<file path="config.mk">
export PLATFORM = sky130hd
export DESIGN_NAME = prog_loader_flat
export DESIGN_NICKNAME = d
export VERILOG_FILES = /design/src/rtl/cpu_pkg.sv /design/src/rtl/prog_loader_if.sv /design/src/rtl/rst_hold_cnt.sv /design/src/rtl/prog_loader.sv /design/src/flat_wrapper.sv
export SDC_FILE = /design/constraint.sdc
export NUM_CORES = 1
export LEC_CHECK = 0
export BUFFER_PORTS_ARGS = -buffer_cell sky130_fd_sc_hd__buf_2
export CAP_MARGIN = 10
export CORE_MARGIN = 3
export CORE_UTILIZATION = 49
export CTS_CLUSTER_SIZE = 8
export DETAILED_ROUTE_END_ITERATION = 16
export PLACE_DENSITY_LB_ADDON = 0.12
export SLEW_MARGIN = 25
export SYNTH_ARGS = -nofsm -noshare
export SYNTH_HDL_FRONTEND = slang
export SYNTH_SLANG_ARGS = --single-unit
</file>
<file path="constraint.sdc">
create_clock -name clk -period 2.4 [get_ports clk]
set_input_delay 0.48 -clock clk [delete_from_list [all_inputs] [get_ports clk]]
set_output_delay 0.48 -clock clk [all_outputs]
set_load 0.02 [all_outputs]
</file>
<file path="src/rtl/cpu_pkg.sv">
// rtl/cpu_pkg.sv - shared types and constants for the program loader
package cpu_pkg;

    localparam int INST_W           = 32;
    localparam int IM_DEPTH_DEFAULT = 256;

    typedef enum logic [2:0] {
        IDLE,
        LOAD,
        DRAIN,
        HOLD,
        RUN,
        DONE
    } state_e;

endpackage

</file>
<file path="src/rtl/prog_loader_if.sv">
// rtl/prog_loader_if.sv - instruction stream in, Inst_Mem write port out
interface prog_loader_if #(
    parameter int IM_AW = 8
);
    import cpu_pkg::*;

    logic              in_valid;
    logic [INST_W-1:0] in_data;
    logic              in_last;
    logic              in_ready;
    logic              im_we;
    logic [IM_AW-1:0]  im_addr;
    logic [INST_W-1:0] im_wdata;

    // Loader side: consumes the stream, drives the memory write port
    modport slave (
        input  in_valid, in_data, in_last,
        output in_ready, im_we, im_addr, im_wdata
    );

    // Host side: produces the stream, observes the memory writes
    modport master (
        output in_valid, in_data, in_last,
        input  in_ready, im_we, im_addr, im_wdata
    );

endinterface

</file>
<file path="src/rtl/rst_hold_cnt.sv">
// rtl/rst_hold_cnt.sv - loadable down-counter with zero flag
module rst_hold_cnt #(
    parameter int W = 2
) (
    input  logic         clk,
    input  logic         rst_n,
    input  logic         load,
    input  logic [W-1:0] load_val,
    input  logic         en,
    output logic         zero
);

    logic [W-1:0] cnt_q;
    logic [W-1:0] cnt_d;

    // Load has priority; decrement stops at zero
    always_comb begin
        cnt_d = cnt_q;
        if (load) begin
            cnt_d = load_val;
        end else if (en && (cnt_q != '0)) begin
            cnt_d = cnt_q - W'(1);
        end
    end

    // Counter register
    always_ff @(posedge clk or negedge rst_n) begin
        if (!rst_n) begin
            cnt_q <= '0;
        end else begin
            cnt_q <= cnt_d;
        end
    end

    assign zero = (cnt_q == '0);

endmodule

</file>
<file path="src/rtl/prog_loader.sv">
// rtl/prog_loader.sv - streams an instruction image into Inst_Mem and sequences CPU reset
module prog_loader
    import cpu_pkg::*;
#(
    parameter int IM_DEPTH = IM_DEPTH_DEFAULT,
    parameter int IM_AW    = $clog2(IM_DEPTH),
    parameter int RST_HOLD = 4
) (
    input  logic           clk,
    input  logic           rst,
    input  logic           start,
    input  logic           halt,
    prog_loader_if.slave   bus,
    output logic           cpu_rst,
    output logic           busy,
    output logic           halted,
    output logic           err_ovf,
    output logic [IM_AW:0] word_cnt
);

    localparam int CW = IM_AW + 1;
    localparam int HW = (RST_HOLD > 1) ? $clog2(RST_HOLD) : 1;
    // word_cnt doubles as the write pointer; this is the index of the last slot
    localparam logic [CW-1:0] LAST_IDX = CW'(IM_DEPTH - 1);

    state_e            state_q, state_d;
    logic [CW-1:0]     word_cnt_q, word_cnt_d;
    logic              err_ovf_q, err_ovf_d;
    logic              im_we_q, im_we_d;
    logic [IM_AW-1:0]  im_addr_q, im_addr_d;
    logic [INST_W-1:0] im_wdata_q, im_wdata_d;
    logic              halt_prev_q, halt_prev_d;
    logic              in_ready;
    logic              beat;
    logic              hold_load;
    logic              hold_en;
    logic              hold_zero;

    assign in_ready = (state_q == LOAD) || (state_q == DRAIN);
    assign beat     = bus.in_valid && in_ready;

    // Next-state, write-port and bookkeeping logic
    always_comb begin
        state_d     = state_q;
        word_cnt_d  = word_cnt_q;
        err_ovf_d   = err_ovf_q;
        im_we_d     = 1'b0;
        im_addr_d   = im_addr_q;
        im_wdata_d  = im_wdata_q;
        halt_prev_d = halt;
        hold_load   = 1'b0;
        hold_en     = 1'b0;
        case (state_q)
            IDLE, DONE: begin
                if (start) begin
                    state_d    = LOAD;
                    word_cnt_d = '0;
                    err_ovf_d  = 1'b0;
                end
            end
            LOAD: begin
                if (beat) begin
                    im_we_d    = 1'b1;
                    im_addr_d  = word_cnt_q[IM_AW-1:0];
                    im_wdata_d = bus.in_data;
                    word_cnt_d = word_cnt_q + CW'(1);
                    if (bus.in_last) begin
                        state_d   = HOLD;
                        hold_load = 1'b1;
                    end else if (word_cnt_q == LAST_IDX) begin
                        // Memory is full but the image continues: swallow the rest
                        state_d   = DRAIN;
                        err_ovf_d = 1'b1;
                    end
                end
            end
            DRAIN: begin
                if (beat && bus.in_last) begin
                    state_d   = HOLD;
                    hold_load = 1'b1;
                end
            end
            HOLD: begin
                if (hold_zero) begin
                    state_d = RUN;
                end else begin
                    hold_en = 1'b1;
                end
            end
            RUN: begin
                // Edge, not level: a halt left high from before RUN is not a new halt
                if (halt && !halt_prev_q) begin
                    state_d = DONE;
                end
            end
            default: begin
                state_d = IDLE;
            end
        endcase
    end

    // State and datapath registers
    always_ff @(posedge clk or negedge rst) begin
        if (!rst) begin
            state_q     <= IDLE;
            word_cnt_q  <= '0;
            err_ovf_q   <= 1'b0;
            im_we_q     <= 1'b0;
            im_addr_q   <= '0;
            im_wdata_q  <= '0;
            halt_prev_q <= 1'b0;
        end else begin
            state_q     <= state_d;
            word_cnt_q  <= word_cnt_d;
            err_ovf_q   <= err_ovf_d;
            im_we_q     <= im_we_d;
            im_addr_q   <= im_addr_d;
            im_wdata_q  <= im_wdata_d;
            halt_prev_q <= halt_prev_d;
        end
    end

    // Loaded on entry to HOLD so HOLD lasts exactly RST_HOLD cycles
    rst_hold_cnt #(
        .W(HW)
    ) u_rst_hold_cnt (
        .clk     (clk),
        .rst_n   (rst),
        .load    (hold_load),
        .load_val(HW'(RST_HOLD - 1)),
        .en      (hold_en),
        .zero    (hold_zero)
    );

    assign bus.in_ready = in_ready;
    assign bus.im_we    = im_we_q;
    assign bus.im_addr  = im_addr_q;
    assign bus.im_wdata = im_wdata_q;
    assign cpu_rst      = (state_q != RUN) && (state_q != DONE);
    assign busy         = (state_q == LOAD) || (state_q == DRAIN) || (state_q == HOLD);
    assign halted       = (state_q == DONE);
    assign err_ovf      = err_ovf_q;
    assign word_cnt     = word_cnt_q;

endmodule

</file>
<file path="src/flat_wrapper.sv">
// flat-port wrapper written by rule: the top's interface ports become plain ports
module prog_loader_flat import cpu_pkg::*;
#(
    parameter int IM_DEPTH = IM_DEPTH_DEFAULT,
    parameter int IM_AW    = $clog2(IM_DEPTH),
    parameter int RST_HOLD = 4
)
  (clk, rst, start, halt, cpu_rst, busy, halted, err_ovf, word_cnt, bus_in_valid, bus_in_data, bus_in_last, bus_in_ready, bus_im_we, bus_im_addr, bus_im_wdata);
  prog_loader_if #(.IM_AW(IM_AW)) bus_i ();
  input  logic clk;
  input  logic rst;
  input  logic start;
  input  logic halt;
  output logic cpu_rst;
  output logic busy;
  output logic halted;
  output logic err_ovf;
  output logic [IM_AW:0] word_cnt;
  input wire logic [$bits(bus_i.in_valid)-1:0] bus_in_valid;
  input wire logic [$bits(bus_i.in_data)-1:0] bus_in_data;
  input wire logic [$bits(bus_i.in_last)-1:0] bus_in_last;
  output wire logic [$bits(bus_i.in_ready)-1:0] bus_in_ready;
  output wire logic [$bits(bus_i.im_we)-1:0] bus_im_we;
  output wire logic [$bits(bus_i.im_addr)-1:0] bus_im_addr;
  output wire logic [$bits(bus_i.im_wdata)-1:0] bus_im_wdata;
  assign bus_i.in_valid = bus_in_valid;
  assign bus_i.in_data = bus_in_data;
  assign bus_i.in_last = bus_in_last;
  assign bus_in_ready = bus_i.in_ready;
  assign bus_im_we = bus_i.im_we;
  assign bus_im_addr = bus_i.im_addr;
  assign bus_im_wdata = bus_i.im_wdata;
  prog_loader #(.IM_DEPTH(IM_DEPTH), .IM_AW(IM_AW), .RST_HOLD(RST_HOLD)) u_core (.clk(clk), .rst(rst), .start(start), .halt(halt), .bus(bus_i), .cpu_rst(cpu_rst), .busy(busy), .halted(halted), .err_ovf(err_ovf), .word_cnt(word_cnt));
endmodule
</file>
==> flow_summary.yaml, run 1 <==
worst_setup_path:
  worstPathArrival_ns: 1.49
  crit_fanout: 13
  critical_path_class: "register to output pin"
  rr_worst_depth: 7
  crit_path_end_kind: "output pin"
  r2r_start: "u_core.word_cnt[2]"
  cp.required_ns: 1.92
  cp-startpoint: "u_core.state_q[1]"
  startpoint_type: "register"
yosys:
  synth_ff_type: "dfrtp_1"
  synthSimpleGateAreaFrac_pct: 11.04
  synth_nets: 225
  yosysWarningCount: 0
  synthXorXnorAreaFrac_pct: 2.448
  yosysSeqAreaShare_pct: 56.94
  synth_edf_count: 0
  synthCells: 184
  synth_compound_area_share_pct: 4.795
  syn-cell-area_sq_um: 2505
  ys_seq_elements: 57
  avgSynthCellArea_sq_um: 13.61
  async_reset_ff_share_pct: 100.0
  muxShareOfSynthArea_pct: 18.43
  synth_cell_type_count: 39
  synth_top_family_by_area: "multiplexers"
  synth-adder-area-share_pct: 1.499
cts:
  htree_levels: 3
  cts_root_buffer: "clkbuf_8"
  ctsResizeCount: 0
  cts_hold_buf: 0
  post_cts_buffers: 0
  cts.sink_count: 57
  clk_latency_ns: 0.33
  clockBufferDepth: 2
  cts.clk_slew.worst_paths_ns: 0.06
  cts_buffers: 9
  cts_tree: "built"
die:
  ioPinCount: 93
  rows: 25
  coreArea_sq_um: 4817
  die_w_microns: 77.50
  initial_utilization_pct: 52.00
  dieArea_sq_um: 6006
  fp.dieH_microns: 77.50
global_routing:
  grt_overflow: 0
  grt_pass1_vias: 1770
  grt_max_degree: 34
  grtUsageTotal_pct: 17.71
  antenna_found_initial: 0
  grt_pass1_wl_mm: 8.245
routing:
  first_pass_iters: 4
  drt-total-wl_mm: 4.922
  vias: 1804
  drtIter0Drc: 112
  drc_errors: 0
  wl_per_cell_microns: 13.90
  ant_nets: 0
  avgViaCountPerCell: 5.096
placed_design:
  gp_congestion: 0.7491
  portBuffers: 92
  place_ws_ns: 0.5627
  dp.final_hpwl_mm: 3.510
  dpl.cell_count: 339
  placed_area_sq_um: 2992
timing:
  relSlewSlack_pct: 57.74
  fin_skew_ns: 0.004691
  setup_violations: 0
  fin_crit_ns: 1.966
  hold_violations: 0
  worst_pin_slew_ns: 0.6340
  timing.fmax_mhz: 508.5
  fin_crit_sh_pct: 81.94
  fin_ws_ns: 0.4335
  slew_violations: 0
  setup_tns_ns: 0
  rsz0062_at_grt: "no"
pwr:
  cellLeakagePower_nw: 1.604
  vdd_drop_max_v: 0.0007425
  total_power_mw: 4.319
  p_per_area_nw_per_um2: 1347
finish:
  syn2layout_area_growth_pct: 27.97
  fin_area_sq_um: 3206
  final_cells: 354
  drive_above_1_share_pct: 56.45
  fillers: 425
  final_nets: 324
  diodes: 0
min_path:
  hold_class: "input port to async pin"
status:
  status: "finished, final reports clean"
job:
  drv_cap: 0
cell usage after synthesis, drive strengths merged, types with 2 or more instances:
cell type	n	share of area [%]
mux2	41	18
o21ai	3	0.60
nand2	5	0.75
and4	2	0.70
xor2	6	2.1
nand2b	2	0.50
ha	3	1.5
nor2b	2	0.50
nand3	7	1.8
dfrtp	57	57
nand4	4	1.0
inv	7	1.0
nor2	13	2.2
a21oi	2	0.40
o31ai	2	0.60
a31oi	2	0.50
buf	9	3.8
flip-flops by register name, summed over array words and instances, names as in the netlist:
| register | cells |
|---|---|
| u_core.word_cnt | 9 |
| u_core.u_rst_hold_cnt.cnt_q | 2 |
| u_core.state_q | 3 |
| u_core.bus.im_wdata | 32 |
| u_core.halt_prev_q | 1 |
| u_core.bus.im_we | 1 |
| u_core.bus.im_addr | 8 |
| u_core.err_ovf | 1 |
cells in the final DEF (no fill, tap or decap), drive strengths merged, types with 4 or more instances in the layout:
cell type	Yosys	final
xor2	6	6
nor2	13	13
buf	9	97
nand2	5	5
dfrtp	57	57
inv	7	7
clkbuf	0	13
nand4	4	4
mux2	41	41
nand3	7	7
cell families (layout without fill, tap and decap cells):
logic type	count (synthesis)	count (layout)
DFF	57	57
and+or+nand+nor	44	44
muxes	41	41
AOI/OAI and AO/OA	16	16
buffers and inverters	16	119
xor gates and xnor gates	7	7
adders and majority gates	3	3
area by class of cell:
| type | instances | area (sq um) | share of cell area (%) |
|---|---|---|---|
| multi-input combinational | 111 | 957.2 | 29.86 |
| inverter | 7 | 26.28 | 0.8197 |
| clock buffer | 13 | 178.9 | 5.582 |
| sequential | 57 | 1426 | 44.50 |
| tap | 67 | 83.83 | 2.615 |
| timing repair buffer | 97 | 498.0 | 15.53 |
| clock inverter | 2 | 35.03 | 1.093 |
report_power, final:
group	internal (mW)	switching [mW]
logic	0.784	1.02
clock network	0.585	0.358
registers	1.33	0.244
total	2.70	1.62
metrics by stage:
step,utilization [%],hold slack [ns]
global route,66.55,0.2113
finish,66.55,0.1711
global placement,62.10,0.4841
CTS,66.55,0.1776
detailed placement,62.10,0.4899
floorplan,-,0.1844
worst max-delay path: stages (launching register included):
cell and delay [ns]:
dfrtp_1 0.63, xnor2_1 0.16, nor2_1 0.17, buf_2 0.19
path summary, 6_finish.rpt:
path | endpoint | slack (ns)
max in group asynchronous | u_core.bus.im_wdata[14] | 1.56
worst min-delay path | u_core.bus.im_we | 0.17
worst max-delay path | bus_in_ready | 0.43
min in group clk | u_core.halt_prev_q | 0.28
worst min register to register | u_core.bus.im_addr[7] | 0.50
worst max register to register | u_core.state_q[1] | 0.55
per-layer routing:
layer,vias to the layer above,GRT usage [%],part of all wire [%]
li1,851,-,-
met3,9,5.684,7.9
met4,0,11.21,1.6
met2,69,25.99,47
met1,875,22.61,44
met5,-,0,0
Note: power is estimated with default switching activity, not from simulation.
==> run 2: changes to the inputs <==
clock period = 2.04 ns   (was 2.4 ns; I/O delays follow)
==> flow_summary.yaml, run 2 (synthesized netlist as in run 1, its figures left out) <==
status:
  status: "finished, final reports clean"
finish:
  syn2layout_area_growth_pct: 27.97
  largest_reg_flops: 32
  drive_above_1_share_pct: 56.94
  fin_area_sq_um: 3206
  fillers: 412
  final_nets: 325
  final_cell_mix: "92 x buf_2, 55 x dfrtp_1, 41 x mux2_2"
  final_common_cell: "buf_2"
  diodes: 0
timing:
  timing.fmax_mhz: 545.0
  fin_crit_ns: 1.835
  slew_violations: 0
  setup_tns_ns: 0
  relSlewSlack_pct: 66.58
  holdWs_ns: 0.05942
  hold_violations: 0
  fin_crit_sh_pct: 89.94
  setup_violations: 0
  worst_pin_slew_ns: 0.5008
  fin_skew_ns: 0.006356
  rsz0062_at_grt: "no"
worst_setup_path:
  reg2reg_to: "u_core.state_q[1]"
  crit_path_max_incr_delay_ns: 0.43
  crit_fanout: 5
  worst_path_max_delay_cell: "dfrtp_1"
  startpoint_type: "register"
  cp.required_ns: 2.27
  crit_path_end_kind: "register"
  r2r_start: "u_core.word_cnt[4]"
  reg2reg_slack_ns: 0.21
  worstPathArrival_ns: 2.06
  critical_path_class: "register to register"
  path_cells: "and4_4 > and4_1 > ha_1 > o21ai_0 > a32oi_2 > nand3_1 > o31ai_1"
  rr_worst_depth: 7
cts:
  cts.sink_count: 57
  clockBufferDepth: 2
  htree_levels: 3
  cts_hold_buf: 0
  clk_latency_ns: 0.32
  cts_buffers: 9
  cts_root_buffer: "clkbuf_8"
  cts.clk_slew.worst_paths_ns: 0.06
  cts_tree: "built"
global_routing:
  grt_overflow: 0
  grt_pass1_vias: 1785
  grtUsageTotal_pct: 17.66
  grt_max_degree: 58
  antenna_found_initial: 0
  grt_pass1_wl_mm: 8.362
routing:
  ant_nets: 0
  drtIter0Drc: 133
  drc_errors: 0
  wl_per_cell_microns: 13.60
  avgViaCountPerCell: 5.042
  vias: 1790
  drt-total-wl_mm: 4.829
  first_pass_iters: 4
placed_design:
  portBuffers: 92
  placed_area_sq_um: 3024
  dp.final_hpwl_mm: 3.463
  gp_congestion: 0.7918
pwr:
  p_int_mw: 3.073
  p_per_area_nw_per_um2: 1553
  switching_share_pct: 38.30
  clock_power_share_pct: 19.5
  p_seq_share_pct: 36.3
  cellLeakagePower_nw: 1.596
  comb_power_share_pct: 44.2
  vdd_drop_max_v: 0.001010
  power_switching_mw: 1.907
die:
  ioPinCount: 93
  initial_utilization_pct: 52.00
  fp.dieH_microns: 77.50
  die_w_microns: 77.50
  coreArea_sq_um: 4817
  dieArea_sq_um: 6006
  rows: 25
min_path:
  hold_class: "input port to async pin"
job:
  drv_cap: 0
-- run 2: metal layers --
layer,GRT usage [%],up-vias,routed length (microns)
met3,5.568,8,399
met5,0,-,0
met4,6.940,0,71
met1,24.14,863,2117
met2,26.25,66,2240
li1,-,853,-
-- run 2: how the worst max path moves through the flow --
stage | end | cells after the start | slack [ns] | from
after floorplan | u_core.state_q[1] | 7 | 0.21 | u_core.word_cnt[2]
after global placement | u_core.state_q[1] | 7 | 0.23 | u_core.word_cnt[2]
after detailed placement | u_core.state_q[1] | 7 | 0.17 | u_core.word_cnt[2]
after CTS | u_core.state_q[1] | 7 | 0.16 | u_core.word_cnt[2]
after global routing | u_core.state_q[1] | 7 | 0.01 | u_core.word_cnt[0]
final | u_core.state_q[1] | 7 | 0.21 | u_core.word_cnt[4]
-- run 2: power by group through the flow --
| stage | clock network (mW) | logic, mW | registers, mW |
|---|---|---|---|
| after CTS | 0.990 | 2.24 | 1.81 |
| final | 0.971 | 2.20 | 1.81 |
| after global routing | 1.05 | 2.41 | 1.88 |
| after detailed placement | 0 | 2.23 | 1.83 |
| after floorplan | 0 | 1.16 | 2.27 |
| after global placement | 0 | 2.20 | 1.82 |
-- run 2: per-stage QoR --
step	setup slack (ns)	power, mW	utilization (%)	instances
after detailed placement	0.1737	4.062	62.78	340
after CTS	0.1647	5.039	66.44	355
final	0.2052	4.980	66.55	355
after floorplan	0.2125	3.426	-	184
after global placement	0.2296	4.013	62.78	340
after global routing	0.01301	5.340	66.55	355
-- run 2: timing repair --
item / CTS / global route
endpoints found under the setup margin: 0 / 2
resized for setup: 0 / 3
buffers inserted: 0 / 0
-- run 2: cell type report --
class                   instances  area [sq um]  share of cell area, %
clock buffers                  11         131.4                  4.098
clock inverters                 4         45.04                  1.405
repair buffers                 98         530.5                  16.55
multi-input cells             111         959.7                  29.94
well taps                      67         83.83                  2.615
inverters                       7         26.28                 0.8197
flip-flops and latches         57          1429                  44.57
-- run 2: critical path, delay by kind of cell, from the launching register on --
family,cells,cell delay [ns]
simple gates,3,0.60
flops,1,0.43
compound gates,3,0.56
fa+ha+maj,1,0.16
==> run 3: changes to the inputs <==
CORE_UTILIZATION = 40   (was 49)
CTS_CLUSTER_SIZE = not set   (was 8)
SYNTH_HIERARCHICAL = 1   (was not set)
==> flow_summary.yaml, run 3 <==
finish:
  final_cell_mix: "92 x buf_2, 57 x dfrtp_1, 41 x mux2_1"
  fin_util_pct: 55.59
  syn2layout_area_growth_pct: 33.50
  final_nets: 339
  diodes: 0
  final_common_cell: "buf_2"
  fillers: 527
  drive_above_1_share_pct: 41.58
  largest_reg_flops: 32
  final_cells: 378
placed_design:
  dpl.cell_count: 362
  dp.final_hpwl_mm: 3.609
  portBuffers: 92
  gp_congestion: 0.8065
timing:
  fin_skew_ns: 0.003900
  setup_tns_ns: 0
  relSlewSlack_pct: 64.72
  setup_violations: 0
  slew_violations: 0
  rsz0062_at_grt: "no"
  worst_pin_slew_ns: 0.5252
  holdWs_ns: 0.07626
  fin_crit_ns: 1.929
  fin_crit_sh_pct: 94.54
  hold_violations: 0
  timing.fmax_mhz: 518.5
pwr:
  vdd_drop_max_v: 0.0008417
  cellLeakagePower_nw: 1.643
  p_per_area_nw_per_um2: 1586
global_routing:
  grt_pass1_vias: 1787
  grt_pass1_wl_mm: 8.680
  antenna_found_initial: 0
  grt_max_degree: 58
  grtUsageTotal_pct: 15.17
  grt_overflow: 0
worst_setup_path:
  crit_path_end_kind: "register"
  crit_fanout: 3
  worstPathArrival_ns: 2.13
  cp.required_ns: 2.24
  crit_buf_inv: 0
  worst_path_max_delay_cell: "dfrtp_1"
  crit_family: "adder cells"
  critical_path_class: "register to register"
  startpoint_type: "register"
  path_cells: "ha_1 > nand2_1 > nor2_1 > ha_1 > nor4b_2 > a31oi_2 > o221ai_1 > mux2_1"
  crit_path_max_incr_delay_ns: 0.38
  cp_common_cell: "ha_1"
routing:
  drc_errors: 0
  vias: 1836
  avgViaCountPerCell: 4.857
  first_pass_iters: 4
  drt-total-wl_mm: 5.106
  ant_nets: 0
  drtIter0Drc: 87
  wl_per_cell_microns: 13.51
cts:
  cts_tree: "built"
  cts.sink_count: 57
  ctsResizeCount: 0
  clockBufferDepth: 2
  cts_hold_buf: 0
  post_cts_buffers: 0
  cts.clk_slew.worst_paths_ns: 0.06
  cts_root_buffer: "clkbuf_8"
  htree_levels: 3
  clk_latency_ns: 0.32
  cts_buffers: 9
die:
  rows: 28
  initial_utilization_pct: 41.64
  ioPinCount: 93
  fp.dieH_microns: 84.74
  die_w_microns: 84.74
  dieArea_sq_um: 7181
  coreArea_sq_um: 5956
yosys:
  synth_edf_count: 0
  yosysWarningCount: 6
  synth_ff_type: "dfrtp_1"
  yosysTopAreaCell: "dfrtp_1"
  avgSynthCellArea_sq_um: 12.85
  synthCells: 193
  synth_cell_type_count: 45
  synth_top_cells_by_count: "57 x dfrtp_1, 41 x mux2_1, 8 x a21oi_1, 7 x nand2_1, 7 x nor2_1"
  yosysSeqAreaShare_pct: 57.52
  ys_seq_elements: 57
  synth_area_leaders: "dfrtp_1 58%, mux2_1 19%, a21oi_1 1.6%"
  synth_most_common_cell: "dfrtp_1"
  async_reset_ff_share_pct: 100.0
  synth_top_area_share_pct: 57.52
  syn-cell-area_sq_um: 2480
job:
  drv_cap: 0
status:
  status: "finished, final reports clean"
min_path:
  hold_class: "input port to async pin"
## run 3: cell count changes after synthesis, moves of 3 or more
cell / previous run / this run
buf_6: 6 / 0
mux2_2: 41 / 1
mux2_1: 0 / 41
xor2_1: 6 / 0
nand4_1: 4 / 0
nor2_1: 10 / 7
clkbuf_1: 0 / 3
or3_1: 0 / 5
buf_4: 1 / 4
nor2_2: 3 / 0
o21ai_1: 0 / 6
a21oi_1: 2 / 8
## run 3: cells by family (layout without fill, tap and decap cells)
group,Yosys count,in the layout,synth area share (%)
other cells,1,2,0.1512
simple gates,41,41,9.284
xor+xnor,2,2,0.7065
fa+ha+maj,3,3,1.514
buf+inv,16,125,3.078
compound gates,30,30,8.275
flops,57,57,57.52
mux,43,43,19.48
## run 3: power breakdown
group / internal [mW] / total [mW] / switching [mW] / leakage (nW)
combinational: 1.00 / 2.41 / 1.41 / 0.835
clock: 0.588 / 1.01 / 0.427 / 0.102
sequential: 1.59 / 1.83 / 0.236 / 0.706
total: 3.18 / 5.25 / 2.07 / 1.64
## run 3: final timing paths
check	endpoint	start	depth (start not counted)	slack, ns
max in group asynchronous	u_core/bus.im_wdata[17]	rst	2	1.71
setup / recovery	u_core/state_q[0]	u_core/word_cnt[0]	8	0.11
hold reg to reg	u_core/bus.im_wdata[3]	u_core/bus.im_wdata[3]	1	0.48
setup reg to reg	u_core/state_q[0]	u_core/word_cnt[0]	8	0.11
hold / removal	u_core/bus.im_wdata[26]	rst	2	0.08
min in group clk	u_core/halt_prev_q	halt	1	0.20
## run 3: metrics by stage
| step | total power, mW | area [sq um] | setup slack, ns |
|---|---|---|---|
| detailed placement | 4.282 | 3093 | 0.05729 |
| floorplan | 3.453 | 2484 | 0.02581 |
| global route | 5.645 | 3311 | 0.03087 |
| global placement | 4.237 | 3093 | 0.07088 |
| CTS | 5.331 | 3288 | 0.04221 |
| finish | 5.250 | 3311 | 0.1114 |
## run 3: layer usage
layer  wire, microns  vias to the layer above  GRT usage (%)
met4              57                        0          6.906
met5               0                        -              0
met3             410                        5          4.318
li1                -                      908              -
met2            2276                       66          22.78
met1            2362                      857          20.42
## run 3: area by class of cell
class                      count  area, sq um  area share [%]
timing repair buffer         103        568.0           17.16
tap                           75        93.84           2.834
inverter                       6        22.52          0.6803
clock buffer                  10        137.6           4.157
sequential                    57         1426           43.08
clock inverter                 6        57.56           1.738
multi-input combinational    121         1005           30.35
